`src/rtl/digclock_set_ctrl.sv`:
```
`default_nettype none
// ============================================================================
// Module  : digclock_set_ctrl
// Brief   : Front-panel time/alarm setting controller: debounced MODE/INC
//           buttons, hour/minute edit FSM, BCD set outputs, stretched loads.
//           Optional INC auto-repeat: define SETCTRL_AUTOREPEAT_EN.
// Rev     : 1.0  initial release
// ============================================================================
module digclock_set_ctrl #(
    parameter int DEB_CYCLES    = 4,
    parameter int LD_HOLD       = 12,
    parameter int REPEAT_CYCLES = 8
) (
    input  logic       clk,
    input  logic       reset,
    input  logic       btn_mode,
    input  logic       btn_inc,
    output logic [1:0] H_in1,
    output logic [3:0] H_in0,
    output logic [3:0] M_in1,
    output logic [3:0] M_in0,
    output logic       LD_time,
    output logic       LD_alarm,
    output logic [1:0] edit_field,
    output logic       alarm_sel
);

    localparam int BTN_MODE = 0;
    localparam int BTN_INC  = 1;
    localparam int DEB_W    = $clog2(DEB_CYCLES + 1);
    localparam int LD_W     = $clog2(LD_HOLD + 1);

    typedef enum logic [2:0] {
        S_IDLE   = 3'd0,
        S_T_HOUR = 3'd1,
        S_T_MIN  = 3'd2,
        S_LOAD_T = 3'd3,
        S_A_HOUR = 3'd4,
        S_A_MIN  = 3'd5,
        S_LOAD_A = 3'd6
    } state_t;

    logic [1:0] btn_raw;
    logic [1:0] sync1_d, sync1_q;
    logic [1:0] sync2_d, sync2_q;
    logic [1:0] deb_d, deb_q;
    logic [1:0] deb_prev_d, deb_prev_q;
    logic       mode_ev;
    logic       inc_ev;
    logic       rep_fire;
    logic       in_edit;

    state_t           state_d, state_q;
    logic [4:0]       hour_d, hour_q;
    logic [5:0]       minute_d, minute_q;
    logic [LD_W-1:0]  ld_cnt_d, ld_cnt_q;

    assign btn_raw = {btn_inc, btn_mode};

    always_comb begin
        sync1_d    = btn_raw;
        sync2_d    = sync1_q;
        deb_prev_d = deb_q;
    end

    // Per-button debouncer: level flips on the DEB_CYCLES-th consecutive
    // synchronized sample that disagrees with it.
    for (genvar b = 0; b < 2; b++) begin : g_btn
        logic [DEB_W-1:0] cnt_d, cnt_q;
        logic             deb_nx;

        always_comb begin
            cnt_d  = '0;
            deb_nx = deb_q[b];
            if (sync2_q[b] != deb_q[b]) begin
                if (cnt_q == DEB_W'(DEB_CYCLES - 1)) begin
                    deb_nx = sync2_q[b];
                end else begin
                    cnt_d = cnt_q + 1'b1;
                end
            end
        end

        assign deb_d[b] = deb_nx;

        always_ff @(posedge clk) begin
            if (!reset) begin
                cnt_q <= '0;
            end else begin
                cnt_q <= cnt_d;
            end
        end
    end

    always_ff @(posedge clk) begin
        if (!reset) begin
            sync1_q    <= '0;
            sync2_q    <= '0;
            deb_q      <= '0;
            deb_prev_q <= '0;
        end else begin
            sync1_q    <= sync1_d;
            sync2_q    <= sync2_d;
            deb_q      <= deb_d;
            deb_prev_q <= deb_prev_d;
        end
    end

    assign mode_ev = deb_q[BTN_MODE] & ~deb_prev_q[BTN_MODE];
    assign inc_ev  = deb_q[BTN_INC]  & ~deb_prev_q[BTN_INC];
    assign in_edit = (state_q == S_T_HOUR) || (state_q == S_T_MIN) ||
                     (state_q == S_A_HOUR) || (state_q == S_A_MIN);

`ifdef SETCTRL_AUTOREPEAT_EN
    localparam int REP_W = $clog2(REPEAT_CYCLES + 1);

    logic [REP_W-1:0] rep_cnt_d, rep_cnt_q;

    // Counts held-INC cycles since the press; any press, MODE event,
    // release or leaving the edit states restarts it from zero.
    always_comb begin
        rep_cnt_d = '0;
        rep_fire  = 1'b0;
        if (in_edit && deb_q[BTN_INC] && !mode_ev && !inc_ev) begin
            if (rep_cnt_q == REP_W'(REPEAT_CYCLES - 1)) begin
                rep_fire = 1'b1;
            end else begin
                rep_cnt_d = rep_cnt_q + 1'b1;
            end
        end
    end

    always_ff @(posedge clk) begin
        if (!reset) begin
            rep_cnt_q <= '0;
        end else begin
            rep_cnt_q <= rep_cnt_d;
        end
    end
`else
    assign rep_fire = 1'b0;
`endif

    always_comb begin
        state_d  = state_q;
        hour_d   = hour_q;
        minute_d = minute_q;
        ld_cnt_d = '0;
        unique case (state_q)
            S_IDLE:   if (mode_ev) state_d = S_T_HOUR;
            S_T_HOUR: if (mode_ev) state_d = S_T_MIN;
            S_T_MIN:  if (mode_ev) state_d = S_LOAD_T;
            S_A_HOUR: if (mode_ev) state_d = S_A_MIN;
            S_A_MIN:  if (mode_ev) state_d = S_LOAD_A;
            S_LOAD_T, S_LOAD_A: begin
                if (ld_cnt_q == LD_W'(LD_HOLD - 1)) begin
                    state_d = (state_q == S_LOAD_T) ? S_A_HOUR : S_IDLE;
                end else begin
                    ld_cnt_d = ld_cnt_q + 1'b1;
                end
            end
            default:  state_d = S_IDLE;
        endcase

        // MODE wins over a coincident INC.
        if (in_edit && !mode_ev && (inc_ev || rep_fire)) begin
            if ((state_q == S_T_HOUR) || (state_q == S_A_HOUR)) begin
                hour_d = (hour_q == 5'd23) ? 5'd0 : hour_q + 5'd1;
            end else begin
                minute_d = (minute_q == 6'd59) ? 6'd0 : minute_q + 6'd1;
            end
        end
    end

    always_ff @(posedge clk) begin
        if (!reset) begin
            state_q  <= S_IDLE;
            hour_q   <= '0;
            minute_q <= '0;
            ld_cnt_q <= '0;
        end else begin
            state_q  <= state_d;
            hour_q   <= hour_d;
            minute_q <= minute_d;
            ld_cnt_q <= ld_cnt_d;
        end
    end

    assign H_in1      = 2'(hour_q / 5'd10);
    assign H_in0      = 4'(hour_q % 5'd10);
    assign M_in1      = 4'(minute_q / 6'd10);
    assign M_in0      = 4'(minute_q % 6'd10);
    assign LD_time    = (state_q == S_LOAD_T);
    assign LD_alarm   = (state_q == S_LOAD_A);
    assign edit_field = ((state_q == S_T_HOUR) || (state_q == S_A_HOUR)) ? 2'd1 :
                        ((state_q == S_T_MIN)  || (state_q == S_A_MIN))  ? 2'd2 : 2'd0;
    assign alarm_sel  = (state_q == S_A_HOUR) || (state_q == S_A_MIN) ||
                        (state_q == S_LOAD_A);

endmodule
`default_nettype wire

```
`config.mk`:
```
export PLATFORM = sky130hd
export DESIGN_NAME = digclock_set_ctrl
export DESIGN_NICKNAME = d
export VERILOG_FILES = /design/src/rtl/digclock_set_ctrl.sv
export SDC_FILE = /design/constraint.sdc
export NUM_CORES = 1
export LEC_CHECK = 0
export CAP_MARGIN = 5
export CORE_MARGIN = 5
export CORE_UTILIZATION = 55
export DETAILED_ROUTE_END_ITERATION = 16
export DONT_BUFFER_PORTS = 1
export MAX_ROUTING_LAYER = met4
export PLACE_DENSITY = 0.78
export SYNTH_ARGS = -nofsm -noshare
export SYNTH_HDL_FRONTEND = slang
export SYNTH_SLANG_ARGS = --single-unit
```
`constraint.sdc`:
```
create_clock -name clk -period 5.2 [get_ports clk]
set_input_delay 1.04 -clock clk [delete_from_list [all_inputs] [get_ports clk]]
set_output_delay 1.04 -clock clk [all_outputs]
set_load 0.05 [all_outputs]
```
### After elaboration in Yosys (flattened, before gate mapping)

Index checks and enable logic that the tools add are counted.
W data, S select, Z words.

* $add $sub $neg: 5
* multipliers: 0
* div/mod/pow operators: 4
* magnitude comparators: 0
* equal/unequal tests: 19
* shifts and indexed selects: 0
* mux-type cells: 12
* bitwise gates (word level): 9
* reduce and logical (&&, ||, !) cells: 20

Operators by type and width (count)
* $mux W3: 7
* $pmux W3 S6: 1
* $eq A3 B2 Y1 const B: 4
* $ne A2 B2 Y1 const B: 6
* $eq A3 B3 Y1 const B: 3
* $reduce_or A3 Y1: 3
* $reduce_and A2 Y1: 4
* $logic_or A1 B1 Y1: 7
* $not A1 Y1: 7
* $add A3 B1 Y3 const B: 2
* $add A6 B1 Y6 const B: 1
* $div A6 B4 Y6 const B: 1
* $eq A6 B6 Y1 const B: 1
* $mod A6 B4 Y6 const B: 1
* $mux W6: 1
* $reduce_and A6 Y1: 1
* $add A5 B1 Y5 const B: 1
* $div A5 B4 Y5 const B: 1
* $eq A5 B5 Y1 const B: 1
* $mod A5 B4 Y5 const B: 1
* $mux W5: 1
* $add A4 B1 Y4 const B: 1
* $eq A4 B4 Y1 const B: 1
* $mux W2: 2
* 7 further kinds: 10

* flip-flop bits (word level): 32
* latch bits: 0
* memory bits (writable): 0
* bits in read-only memories: 0
* logic and storage cells: 80
* memories: 0

### Longest topological paths before layout

* depth in word-level cells: 7
* depth in mapped cells: 9
* gate-level depth less buffers: 8

### Least setup slack after synthesis

No wires, ideal clock.

* path kind: register to output
* start: register minute_q[4]
* end: output M_in1[0]
* arrival time: 2643 ps
* required time: 4160 ps
* slack: 1517 ps
* cell stages (with the launch flop): 8
* path buffers: 1
* cell sequence: dfxtp_1 -> clkbuf_1 -> inv_1 -> ha_1 -> nor4_1 -> a211oi_2 -> and3_1 -> o21ai_0

* word-level cells in the longest chain between the ends: 1

RTL lines
* from (decl): RTL line 55 `logic [5:0] minute_d, minute_q;`
* from (signal assigned): RTL line 184 `minute_q <= minute_d;`
* $div A6 B4 Y6: RTL line 191 `assign M_in1 = 4'(minute_q / 6'd10);`
* to (decl): RTL line 20 `output logic [3:0] M_in1,`

No other way between the ends.

### Worst setup path after layout

* start: register minute_q[4]
* end: output M_in0[2]

* word-level cells in the longest chain between the ends: 1

RTL lines
* $mod A6 B4 Y6: RTL line 192 `assign M_in0 = 4'(minute_q % 6'd10);`
* to (decl): RTL line 21 `output logic [3:0] M_in0,`

No other way between the ends.

==> summary.txt <==
Run status
  • Outcome: finished clean

Critical path
  • Startpoint of the worst-slack reg-to-reg timing path: state_q[1]
  • Data arrival time of the critical path: approximately 3.1 ns
  • Endpoint class of the critical path: output pin
  • Family with the most delay on the worst path: compound AO/OA/AOI/OAI gates
  • Largest fanout of any net on the critical path: 12
  • Startpoint types: flop
  • Length in cells of the worst reg-to-reg path: 5
  • Worst-case register-to-register setup slack: 3.20 ns
  • Crit-path slowest cell: a32oi_1
  • Required time of the critical path: 4.16 ns
  • CP peak stage delay: approximately 0.82 ns
  • Type of the setup path with the least slack: reg2out
  • Number of stages on the worst setup path: 7
  • Most Frequent Cell on Critical Path: ha_1
  • Crit path buf inv count: 1
  • List of cells traversed by the critical path: inv_1 > ha_1 > nor2b_1 > o22ai_1 > a211oi_2 > ha_1 > a32oi_1
  • Capture point of the worst reg-to-reg path: minute_q[3]

Floorplan
  • Die Outline Area: 4760 um^2
  • Io pins: 23
  • Core Rows: 21
  • Starting Density: 57.0%
  • Chip height: 69.0 um
  • Chip Width: between 60 and 70 um
  • Area of the core: between 3000 and 4000 um^2

Cells and area
  • ANT cells: 0
  • Area growth, synth to finish: 2.55%
  • Share of post-route cells with drive strength above 1: 7.87%
  • Multi-input logic area: 1140 um^2
  • Post-layout nets: approximately 240
  • Area used by sequential logic in the layout: 641 um^2
  • Number of filler cells placed in the layout: around 330

Flow run
  • Max capacitance violation total: 0

Power and ir drop
  • IR drop worst, VDD: 0.145 mV
  • Sw Share: 21.2%
  • Total power density per cell area: a little over 200 nW/um^2
  • Switching component of the power: 0.0849 mW
  • Pwr Total: 0.401 mW
  • Power share of the clock group: 36.8%
  • Sequential power share: 61.8%
  • Cell-internal power: roughly 0.32 mW
  • Combinational group share of total power: 1.4%
  • Leakage dissipation: 0.737 nW

STA
  • Post-route fraction of the period consumed by the critical path: about 80%
  • Final critical delay including setup and external delays: 4.15 ns
  • Final Skew: ~0.0065 ns
  • Normalized max-slew margin: 27.2%
  • Final hold violation count: 0
  • RSZ-0062 raised after global routing: no
  • Transition at the pin with the smallest max-transition slack: 1.09 ns
  • Post-Route Setup TNS: 0 ns
  • Slew Limit Fails: 0
  • Achievable Freq: 0.241 GHz
  • Number of endpoints failing setup at the final stage: 0

CTS
  • Root buf cell: clkbuf_4
  • Clk_lat worst skew: 0.33 ns
  • Longest Clk Path Bufs: 2
  • Number of instances resized during post-cts repair: 0
  • Number of buffers created by CTS: 5
  • Number of clock sinks seen by CTS: 32
  • CTS tree: yes
  • Hold buffer count at CTS: 0
  • Total setup buffers inserted after CTS: 0
  • Clock transition at the registers of the reported paths: about 0.090 ns
  • H-tree lvl count: 2

GRT
  • Antenna violations before repair: 0
  • Maximum number of pins on one net before global-route repair: 23
  • Global-route wire length before repair: 5270 um
  • Gr ovfl total: 0
  • Overall track demand over capacity in global routing: 13.8%
  • Number of global-route vias before repair: around 1200

Synthesis
  • Area of the mapped netlist: 1920 um^2
  • Number of enable-type register cells in the synthesized netlist: 0
  • Cells after synthesis: roughly 220
  • Async set or reset register ratio after synthesis: 0%
  • Yosys warning total: 0
  • Sequential area share after synthesis: between 30% and 40%
  • Dominant register cell in the synthesized netlist: dfxtp_1
  • Post-Syn Area per Cell: 8.75 um^2
  • Number of unique standard cell types used by synthesis: 51
  • Syn Nets: roughly 240
  • Synth Register Bits: 32

Placement
  • RD Place Congestion: 0.832
  • Dpl hpwl: between 2000 and 2500 um
  • Number of buffers added on ports: 0

Drt
  • Avg WL per Cell: 11.6 um
  • First-pass detailed-route iteration total: 4
  • Average via count per standard cell: 5.35
  • Via count: 1401
  • Violation count after the first detailed-routing iteration: 57
  • Count of unresolved DRC violations after routing: 0
  • Remaining antenna violation count after routing: 0
  • Routed WL: 3050 um

Hold path
  • Class of the tightest hold or removal check: reg2reg
  • Hold-critical path depth: 1
  • Hold Crit Endpoint: g_btn[0].cnt_q[0]
  • Hold Startpoint: g_btn[0].cnt_q[0]
-- sequential cells by signal, indices dropped and copies added, names as in the netlist --
name         count
sync2_q          2
deb_prev_d       2
sync1_q          2
deb_prev_q       2
state_q          3
g_btn.cnt_q      6
minute_q         6
hour_q           5
ld_cnt_q         4
-- layout make-up --
type | count | area share [%]
inverters | 15 | 2.87
repair buffers | 2 | 0.764
well taps | 46 | 2.93
clock buffers | 8 | 2.99
multi-input cells | 159 | 57.8
flip-flops and latches | 32 | 32.6
-- Yosys cell counts, types with 2 or more instances --
library cell | count | share of area [%]
nand3_1 | 7 | 1.8
buf_4 | 3 | 1.2
buf_6 | 3 | 1.8
a21oi_1 | 6 | 1.6
nand2_1 | 10 | 2.0
o21ai_0 | 12 | 3.1
nor2_1 | 26 | 5.1
xor2_1 | 4 | 1.8
nand2b_1 | 3 | 0.98
and2_1 | 11 | 3.6
and3_1 | 2 | 0.65
mux2i_1 | 5 | 2.6
ha_1 | 16 | 10
nor3_1 | 2 | 0.52
nand4_1 | 2 | 0.65
xnor2_1 | 7 | 3.2
o31ai_1 | 2 | 0.78
dfxtp_1 | 32 | 33
nor2b_1 | 11 | 3.6
nand3b_1 | 4 | 1.6
inv_1 | 15 | 2.9
clkbuf_1 | 7 | 1.4
-- worst max path at each step --
stage / start / to / slack [ns]
after floorplan: minute_q[4] / M_in1[0] / 1.52
after global placement: minute_q[4] / M_in0[2] / 1.50
after detailed placement: minute_q[4] / M_in0[2] / 1.41
after CTS: minute_q[4] / M_in0[2] / 1.03
after global routing: minute_q[4] / M_in0[2] / 0.89
final: minute_q[4] / M_in0[2] / 1.05
-- cell usage in the layout, fill, tap and decap left out, types with 4 or more instances in the layout --
master	count
clkbuf_4	5
dfxtp_1	32
nand2_1	10
ha_1	16
mux2i_1	5
and2_1	11
nand3_1	7
o21ai_0	11
inv_1	15
nor2_1	26
xor2_1	4
xnor2_1	7
nor2b_1	11
a21oi_1	6
nand3b_1	4
-- kinds of logic (layout without fill, tap and decap cells) --
logic type,after synthesis,in the layout,synth area share (%)
xor gates and xnor gates,12,12,5.88
buffers and inverters,28,25,7.25
and+or+nand+nor,85,85,24.4
adders and majority gates,16,16,10.5
AOI/OAI and AO/OA,39,39,15.2
muxes,6,6,3.20
other,1,1,0.196
DFF,32,32,33.4
-- through the flow --
step / util (%) / setup WS (ns) / hold WS [ns] / cells / instance area, um^2
CTS: 58.4 / 1.03 / 0.432 / 262 / 1960
finish: 58.4 / 1.05 / 0.426 / 262 / 1960
floorplan: - / 1.52 / 0.399 / 219 / 1920
global placement: 56.7 / 1.50 / 0.411 / 254 / 1910
global route: 58.4 / 0.886 / 0.440 / 262 / 1960
detailed placement: 56.7 / 1.41 / 0.412 / 254 / 1910
-- metal layers --
metal  wire length [um]  GRT usage [%]  up-vias
li1                   -              -      729
met4                 78           8.03        0
met2               1320           19.6       25
met1               1510           17.2      639
met3                142           3.92        8
met5                  0              -        -
-- power groups by stage --
stage / combinational (mW) / clock (mW) / sequential, mW
2_1_floorplan: 0.00724 / 0 / 0.253
3_3_place_gp: 0.00575 / 0 / 0.253
3_5_place_dp: 0.00583 / 0 / 0.253
4_1_cts: 0.00583 / 0.153 / 0.248
5_1_grt: 0.00630 / 0.164 / 0.248
6_report: 0.00577 / 0.148 / 0.248
Power figures use the tool's default switching activity.
==> patch 1: new RTL, config.mk and constraints unchanged <==
The parameter `LD_HOLD` goes from 12 to 18.
--- a/src/rtl/digclock_set_ctrl.sv
+++ b/src/rtl/digclock_set_ctrl.sv
@@ -10,3 +10,3 @@
     parameter int DEB_CYCLES    = 4,
-    parameter int LD_HOLD       = 12,
+    parameter int LD_HOLD       = 18,
     parameter int REPEAT_CYCLES = 8
Check against the original RTL: same outputs for any inputs over 10 cycles, from zero or initial values and one cycle with reset low; that may be too few to reach the edited logic, so the function may still have changed.
==> patch 1 against the original RTL <==
  * Worst hold slack lost 0.0020 ns
  * Final area grew 11%
  * Setup slack gained 0.33 ns
  * Power grew 17%
  * Sequential cell count grew 1
  * Synthesized cell count grew 16%
  * Sequential share of layout area shrank 2.2 points
  * Highest routed layer unchanged
  * Global-route usage grew 2.2 points
  * Synthesized area grew 10%
  * Wire length grew 23%
==> patch 1: results (changes against the original RTL) <==
| Metric | Value |
|---|---|
| Status | `complete, no violations` |
| GR Util met2 | `25.8% (+6.2 points)` |
| Static leakage | `0.000829 µW (+12%)` |
| Layout fillers | `358 (+9.8%)` |
| Share of the synthesized area in compound gates (AO/OA/AOI/OAI) | `15.8% (+0.54 points)` |
| Worst Clk Skew | `0.00538 ns (-0.00111 ns)` |
| First-pass GRT wire length | `6510 µm (+24%)` |
| Xor/xnor share of the synthesized area | `3.73% (-2.1 points)` |
| Number of nets in the finished design | `263 (+12%)` |
| Fraction of layout cells with a size suffix above 1 | `8.16% (+0.29 points)` |
| Wirelength per Cell | `12.8 µm (+10%)` |
| Setup WS pre-CTS | `1.68 ns (+0.271 ns)` |
| Fraction of power spent switching nets | `19.8% (-1.4 points)` |
| Synth Net Count | `273 (+14%)` |
| Peak VDD IR | `166 µV (+14%)` |
| Buffer cell driving the clock tree root | `sky130_fd_sc_hd__clkbuf_8` |
| Critical-path maximum fanout | `6 (-6)` |
| Register clock-pin slew on the reported worst setup and hold paths | `0.06 ns (-0.03 ns)` |
| Post-synthesis mux area share | `3.79% (+0.59 points)` |
| Half-perimeter wire length after detailed placement | `2710 µm (+24%)` |
| Largest registers in the final layout | `g_btn.cnt_q: 6 flops, minute_q: 6 flops` |
| R2r worst-path depth | `4 (-1)` |
| WHS | `0.424 ns (-0.00198 ns)` |
| Wire length on met2 | `1730 µm (+31%)` |
| Register-to-register path setup slack | `3.35 ns (+0.15 ns)` |
| Number of global-route vias before repair | `1,463 (+18%)` |
| Cells taking the most area after synthesis | `sky130_fd_sc_hd__dfxtp_1 31%, sky130_fd_sc_hd__ha_1 8.9%, sky130_fd_sc_hd__nor2_1 4.8%, sky130_fd_sc_hd__mux2i_1 3.8%, sky130_fd_sc_hd__o21ai_0 3.3%` |
| WL met3 | `178 µm (+25%)` |
| Commonest cells in the netlist | `33 x sky130_fd_sc_hd__dfxtp_1, 27 x sky130_fd_sc_hd__nor2_1, 16 x sky130_fd_sc_hd__inv_1` |
| Routed metal-1 wire length | `1800 µm (+19%)` |
| Worst-Skew Late Latency | `0.28 ns (-0.05 ns)` |
| Met3 track utilization from global routing | `4.57% (+0.65 points)` |
| Placed instance count | `285 (+12%)` |
| Vias | `1,647 (+18%)` |
| Starting DRC count in detailed routing | `106 (+86%)` |
patch 1: power groups by stage:
stage	Clock, µW	Combinational [µW]	Sequential (µW)
final	208	5.43	255
after floorplan	0	7.06	261
after global placement	0	5.38	261
after global routing	228	6.02	255
after CTS	215	5.48	255
after detailed placement	0	5.46	261
patch 1: worst max-delay path: stages, from the launching register on:
cell,delay [ns]
sky130_fd_sc_hd__dfxtp_1,0.69
sky130_fd_sc_hd__inv_1,0.18
sky130_fd_sc_hd__ha_1,0.30
sky130_fd_sc_hd__nor3_1,0.26
sky130_fd_sc_hd__nor2_1,0.08
sky130_fd_sc_hd__a2111oi_0,0.39
sky130_fd_sc_hd__o221ai_1,0.59
patch 1: final cells by class:
type	count	area, µm²	share of cell area, %
Tap cell	48	60.1	2.76
Timing Repair Buffer	2	15.0	0.691
Inverter	16	60.1	2.76
Multi-Input combinational cell	186	1270	58.7
Clock buffer	7	96.3	4.44
Sequential cell	33	661	30.4
Clock inverter	1	5.00	0.230
==> patch 2: new RTL, config.mk and constraints unchanged <==
Without the edit above. The 7 states of `state_t` get a one-hot encoding in 7 bits.
--- a/src/rtl/digclock_set_ctrl.sv
+++ b/src/rtl/digclock_set_ctrl.sv
@@ -32,10 +32,10 @@
 
-    typedef enum logic [2:0] {
-        S_IDLE   = 3'd0,
-        S_T_HOUR = 3'd1,
-        S_T_MIN  = 3'd2,
-        S_LOAD_T = 3'd3,
-        S_A_HOUR = 3'd4,
-        S_A_MIN  = 3'd5,
-        S_LOAD_A = 3'd6
+    typedef enum logic [6:0] {
+        S_IDLE   = 7'b0000001,
+        S_T_HOUR = 7'b0000010,
+        S_T_MIN  = 7'b0000100,
+        S_LOAD_T = 7'b0001000,
+        S_A_HOUR = 7'b0010000,
+        S_A_MIN  = 7'b0100000,
+        S_LOAD_A = 7'b1000000
     } state_t;
Check against the original RTL: no difference found for any inputs over 10 cycles, from zero or initial values and one cycle with reset low; not proved beyond that.
==> patch 2 against the original RTL <==
  * Wire length rose by 29%
  * Cell count rose by 15%
  * Sequential share of layout area fell by 1.0 points
  * Synthesized area rose by 12%
  * Synthesized cell count rose by 18%
  * Via count rose by 19%
  * First-iteration DRC count rose by 49%
  * Final area rose by 16%
  * Setup slack improved by 0.38 ns
  * Sequential cell count rose by 4
Power is not compared: it rests on default switching activity, and its combinational part moved more than twofold at a synthesized area within 25%.
==> patch 2: results (changes against the original RTL) <==
| Metric | Value |
|---|---|
| Fraction of layout cells with a size suffix above 1 | `9.06% (+1.2 points)` |
| Number of nets in the finished design | `271 (+15%)` |
| Gp weighted congestion | `0.886 (+6.5%)` |
| Post-CTS setup buffer count | `0 (unchanged)` |
| Number of global-route vias before repair | `1,505 (+21%)` |
| Achievable frequency | `265 MHz (+10%)` |
| Share of the synthesized area in compound gates (AO/OA/AOI/OAI) | `14.1% (-1.1 points)` |
| Post-synthesis mux area share | `3.86% (+0.66 points)` |
| Fraction of the mapped netlist area in adder cells | `8.19% (-2.3 points)` |
| Critical-path maximum fanout | `6 (-6)` |
| Via-per-instance ratio | `5.51 (+3.0%)` |
| Hold Crit Depth | `1 (unchanged)` |
| Arrival time at the worst endpoint | `2.73 ns (-0.38 ns)` |
| Register clock-pin slew on the reported worst setup and hold paths | `0.07 ns (-0.02 ns)` |
| Yosys cell types | `50 (-2.0%)` |
| Synth Net Count | `276 (+15%)` |
| Cells taking the most area after synthesis | `sky130_fd_sc_hd__dfxtp_1 34%, sky130_fd_sc_hd__ha_1 8.2%, sky130_fd_sc_hd__nor2b_1 3.8%, sky130_fd_sc_hd__nor2_1 3.5%, sky130_fd_sc_hd__nand2_1 3.3%` |
| Half-perimeter wire length after detailed placement | `2730 µm (+25%)` |
| Xor/xnor share of the synthesized area | `5.73% (-0.14 points)` |
| Top-area cell type share of the netlist area | `33.7% (+0.26 points)` |
| Wirelength per Cell | `13.0 µm (+12%)` |
| Total global-route track usage | `16.8% (+3.0 points)` |
| First-pass GRT wire length | `6860 µm (+30%)` |
| Delay-heaviest family, CP | `flip-flops` |
| Status | `complete, no violations` |
| Starting DRC count in detailed routing | `85 (+49%)` |
| Buffer cell driving the clock tree root | `sky130_fd_sc_hd__clkbuf_8` |
| Worst Clk Skew | `0.0117 ns (+0.00518 ns)` |
patch 2: path summary, 6_finish.rpt:
path	slack, ns	startpoint	to
worst max-delay path	1.43	hour_q[0]	H_in0[2]
worst min-delay path	0.42	g_btn[1].cnt_q[0]	g_btn[1].cnt_q[0]
worst max register to register	2.99	state_q[0]	state_q[0]
worst min register to register	0.42	g_btn[1].cnt_q[0]	g_btn[1].cnt_q[0]
patch 2: kinds of logic after synthesis:
group                      Yosys count
AOI/OAI and AO/OA                   47
xor gates and xnor gates            14
adders and majority gates           14
buffers and inverters               30
DFF                                 36
muxes                                8
other                                1
and+or+nand+nor                    108
patch 2: cell type report:
type / count / area, µm²
clock buffer: 5 / 68.8
clock inverter: 3 / 46.3
fill: 326 / 1440
inverter: 12 / 45.0
multi-input combinational: 192 / 1290
sequential: 36 / 721
tap: 48 / 60.1
timing repair buffer: 6 / 45.0
patch 2: layer usage:
metal  part of all wire (%)  routed length (µm)  vias up  global-route usage [%]
met5                      0                   0        -                       -
met4                    1.8                  70        0                    6.68
met3                    5.0                 198        8                    4.71
met2                     46                1810       23                    25.8
met1                     47                1840      755                    20.6
li1                       -                   -      877                       -
patch 2: through the flow:
| stage | setup slack (ns) | area (µm²) | instances | power, µW | hold WS [ns] |
|---|---|---|---|---|---|
| 2_1_floorplan | 1.29 | 2140 | 258 | 381 | 0.399 |
| 3_3_place_gp | 1.79 | 2170 | 294 | 395 | 0.408 |
| 3_5_place_dp | 1.73 | 2170 | 294 | 398 | 0.417 |
| 4_1_cts | 1.41 | 2280 | 302 | 649 | 0.428 |
| 5_1_grt | 1.32 | 2280 | 302 | 674 | 0.443 |
| 6_report | 1.43 | 2280 | 302 | 645 | 0.423 |
patch 2: power by group through the flow:
stage | clock (µW) | sequential (µW) | combinational [µW]
floorplan | 0 | 295 | 86.8
global placement | 0 | 304 | 91.6
detailed placement | 0 | 304 | 93.5
CTS | 255 | 298 | 96.6
global route | 267 | 300 | 107
finish | 250 | 298 | 97.1
patch 2: worst register-to-register path: cells and delay by family (launching register included):
| family | cells | cell delay, ns |
|---|---|---|
| AO/OA/AOI/OAI | 3 | 0.44 |
| AND/OR/NAND/NOR | 2 | 1.22 |
| flip-flops | 1 | 0.44 |
